[config.mk]
export PLATFORM = sky130hd
export DESIGN_NAME = wb_forward_source
export DESIGN_NICKNAME = d
export VERILOG_FILES = /design/src/rtl/wb_forward_source.sv
export SDC_FILE = /design/constraint.sdc
export NUM_CORES = 1
export LEC_CHECK = 0
export ABC_CLOCK_PERIOD_IN_PS = 3100
export BUFFER_PORTS_ARGS = -buffer_cell sky130_fd_sc_hd__buf_2
export CAP_MARGIN = 15
export CORE_UTILIZATION = 44
export DETAILED_ROUTE_END_ITERATION = 6
export PLACE_DENSITY = 0.87
export SLEW_MARGIN = 20
export SYNTH_ARGS = -nofsm -noshare
export SYNTH_HDL_FRONTEND = slang
export SYNTH_SLANG_ARGS = --single-unit
[constraint.sdc]
create_clock -name clk -period 3.1 [get_ports clk]
set_input_delay 0.31 -clock clk [delete_from_list [all_inputs] [get_ports clk]]
set_output_delay 0.31 -clock clk [all_outputs]
set_load 0.01 [all_outputs]
[src/rtl/wb_forward_source.sv]
// wb_forward_source: EX/WB boundary register and forwarding-data producer.
// Holds loads in LOAD_WAIT (stalling the front end) until mem_ready or timeout.
module wb_forward_source #(
  parameter int WIDTH   = 32,
  parameter int TIMEOUT = 16
) (
  input  logic             clk,
  input  logic             reset,
  input  logic             RW,
  input  logic [4:0]       DA,
  input  logic [1:0]       MD,
  input  logic [WIDTH-1:0] F,
  input  logic             status,
  input  logic [WIDTH-1:0] mem_data,
  input  logic             mem_ready,
  input  logic             flush,
  output logic             RW_1,
  output logic [4:0]       DA_1,
  output logic [WIDTH-1:0] BUS_D,
  output logic             wr_en,
  output logic             stall,
  output logic             mem_err
);

  localparam int CW = $clog2(TIMEOUT) + 1;

  typedef enum logic {
    RUN,
    LOAD_WAIT
  } state_t;

  state_t         state;
  state_t         state_nx;
  logic [CW-1:0]  cnt;
  logic [CW-1:0]  cnt_nx;
  logic           is_load;
  logic           last;
  logic           tmo;
  logic [WIDTH-1:0] res;

  assign is_load = (MD == 2'b01) && !flush;
  assign last    = (cnt == CW'(TIMEOUT - 1));
  assign tmo     = (state == LOAD_WAIT) && !mem_ready && last;

  always_comb begin
    res = F;
    unique case (1'b1)
      (MD == 2'b01): res = '0;
      (MD == 2'b10): res = {{(WIDTH-1){1'b0}}, status};
      default:       res = F;
    endcase
  end

  always_ff @(posedge clk or negedge reset) begin
    if (!reset) begin
      state <= RUN;
      cnt   <= '0;
    end else begin
      state <= state_nx;
      cnt   <= cnt_nx;
    end
  end

  always_comb begin
    state_nx = state;
    cnt_nx   = cnt;
    unique case (state)
      RUN: begin
        if (is_load) begin
          state_nx = LOAD_WAIT;
          cnt_nx   = '0;
        end
      end
      LOAD_WAIT: begin
        if (mem_ready || last) state_nx = RUN;
        else                   cnt_nx   = cnt + 1'b1;
      end
      default: state_nx = RUN;
    endcase
  end

  always_comb begin
    stall = (state == LOAD_WAIT);
    wr_en = RW_1 && (DA_1 != 5'd0) && !stall;
  end

  always_ff @(posedge clk or negedge reset) begin
    if (!reset) begin
      RW_1    <= 1'b0;
      DA_1    <= '0;
      BUS_D   <= '0;
      mem_err <= 1'b0;
    end else begin
      mem_err <= tmo;
      if (state == RUN) begin
        RW_1  <= RW && !flush;
        DA_1  <= DA;
        BUS_D <= res;
      end else if (mem_ready) begin
        BUS_D <= mem_data;
      end else if (tmo) begin
        RW_1  <= 1'b0;
      end
    end
  end

endmodule
==> impl_metrics.yaml <==
detailed_routing:
  drc: 0
  vias_per_cell: 5.05
  wl_per_cell_microns: 13.3
  drt_iter0_markers: 53
  antenna_left: 0
  vias: 1919
  drt_pass1_iterations: 4
  wirelength_microns: 5070
placed_design:
  gp_congestion: 0.759
  placed_area_sq_um: 2790
  pre_cts_slack_ns: 1.14
  portBuffers: 117
  placedCellCount: 372
  place.detailed.hpwl_microns: 3670
sta:
  hold_viol_final: 0
  relSlewSlack_pct: 58.5
  final_max_slew_viol_count: 0
  fmax_ghz: 0.483
  rsz0062_at_grt: "false"
  setup_slack_ns: 1.03
  setup_tns_ns: 0
  final_min_period_over_clock_period_pct: 66.8
  skew_ns: 0.00418
  worst_pin_slew_ns: 0.623
  holdWs_ns: 0.00519
  setup_violations: 0
  period_needed_ns: 2.07
global_routing:
  grt_pass1_wl_microns: 7960
  grt_max_degree: 46
  grt-ovfl-total: 0
  grt_usage_pct: 19.8
  antenna_found_initial: 0
  grt_pass1_vias: 1776
critical_path:
  reg2reg_depth: 6
  crit_fanout: 34
  reg2reg_to: "cnt[2]"
  required_ns: 2.79
  path_class: "flip-flop to primary output"
  rrSetupSlack_ns: 1.12
  critPathLaunchType: "flip-flop"
  critPathCaptureType: "primary output"
  reg2reg_from: "cnt[0]"
  arrival_ns: 1.76
logic_synthesis:
  synth_edf_count: 0
  synth.distinct_cells: 28
  synth_top_area_share_pct: 51.8
  ys.flop_type: "dfrtp_1"
  postSynthAreaPerCell_sq_um: 10.8
  synth_top_area_cell: "dfrtp_1"
  seq_area_frac_synth_pct: 51.8
  yosys_warnings: 0
  syn-cell-area_sq_um: 2170
  synth_cells: 201
  ys_async_sr_fraction_pct: 100
  yosys-top-cells-area: "dfrtp_1 52%, mux2i_1 16%, nand3_1 7.6%, o21ai_0 7.4%, mux2_2 2.6%"
  ys_ff_latch: 45
  synthesis.nets: 282
cts:
  root_buffer: "clkbuf_8"
  ctsHoldBuffers: 0
  ctsResizeCount: 0
  clk_pin_slew_ns: 0.08
  cts_tree: "built"
  htreeDepth: 2
  clkSinkCount: 45
  clockBufferDepth: 2
  numCtsBuffers: 5
  postCtsSetupRepairBufs: 0
  clk_latency_ns: 0.29
min_path:
  hp-class: "primary input to async pin"
layout:
  synthToLayoutAreaGrowth_pct: 32.2
  nets: 393
  drive_above_1_share_pct: 42.2
  post-route-util_pct: 60.4
  fillCellCount: 426
  stdcell_area_sq_um: 2870
  fin_cells: 380
  n_antenna_cell: 0
die:
  num_rows: 25
  start_util_pct: 45.7
  coreArea_sq_um: 4750
  ios: 118
  dieWidth_microns: 72.3
  fp.dieH_microns: 72.3
  dieArea_sq_um: 5230
power:
  total_leakage_power_nw: 1.57
  power_density_nw_per_um2: 480
  power.total_mw: 1.38
  peakVddDrop_mv: 0.362
flow_run:
  cap_violations: 0
status:
  status: "finished, final reports clean"
cell families (layout without fill, tap and decap cells):
logic type	count (synthesis)	after routing	synth area share, %
XOR/XNOR	1	1	0.403
buffers and inverters	22	134	4.66
adder cells (fa/ha/maj)	4	4	2.30
AO/OA/AOI/OAI	41	41	10.7
AND/OR/NAND/NOR	49	49	11.9
multiplexers	39	39	18.2
flip-flops	45	45	51.8
layout make-up:
type | count | area (sq um) | share of cell area, %
inverter | 5 | 18.8 | 0.653
multi-input combinational | 134 | 947 | 33.0
clock buffer | 8 | 80.1 | 2.79
tap | 67 | 83.8 | 2.92
sequential | 45 | 1130 | 39.2
timing repair buffer | 121 | 618 | 21.5
layer usage:
metal	global-route usage, %	wire length (microns)	part of all wire (%)
met1	24.5	2240	44
met2	35.2	2490	49
met3	3.61	300	5.9
met4	5.88	40	0.79
met5	0	0	0
sequential cells by signal (all words and copies together), names as in the netlist:
signal	cells
DA_1	5
BUS_D	32
stall	1
cnt	5
mem_err	1
RW_1	1
where the power goes:
group | internal [mW] | switching [mW]
combinational | 0.157 | 0.167
clock | 0.160 | 0.182
sequential | 0.661 | 0.0530
cells in the final DEF, fill, tap and decap left out, types with 2 or more instances in the layout:
master,instances
buf_2,116
dfrtp_1,45
mux2i_1,34
nand3_1,33
o21ai_0,32
mux2_2,5
clkbuf_8,5
buf_4,5
inv_1,4
nor2_1,4
ha_1,4
nand2b_1,3
a21oi_1,3
clkbuf_1,3
and3_1,2
nand2_1,2
cell usage after synthesis (all sizes together), types with 2 or more instances:
cell    number
ha           4
dfrtp       45
buf         11
nor2         4
nand2b       3
a21oi        3
nand3       33
mux2         5
a311o        2
mux2i       34
nand2        2
inv          5
clkbuf       6
and3         2
o21ai       32
worst max-delay path by stage:
| stage | end | cells past startpoint | startpoint | slack (ns) |
|---|---|---|---|---|
| after detailed placement | cnt[2] | 6 | cnt[0] | 1.14 |
| after global routing | wr_en | 4 | stall | 0.89 |
| after floorplan | cnt[2] | 6 | cnt[0] | 1.35 |
| after global placement | cnt[2] | 6 | cnt[0] | 1.26 |
| final | wr_en | 4 | stall | 1.03 |
| after CTS | wr_en | 4 | stall | 1.04 |
worst max-delay path, cell delays in order (launching register included):
cell and delay (ns):
dfrtp_1 0.75, clkinv_1 0.18, buf_4 0.27, o311a_1 0.13, buf_2 0.14
Note: power is estimated with default switching activity, not from simulation.
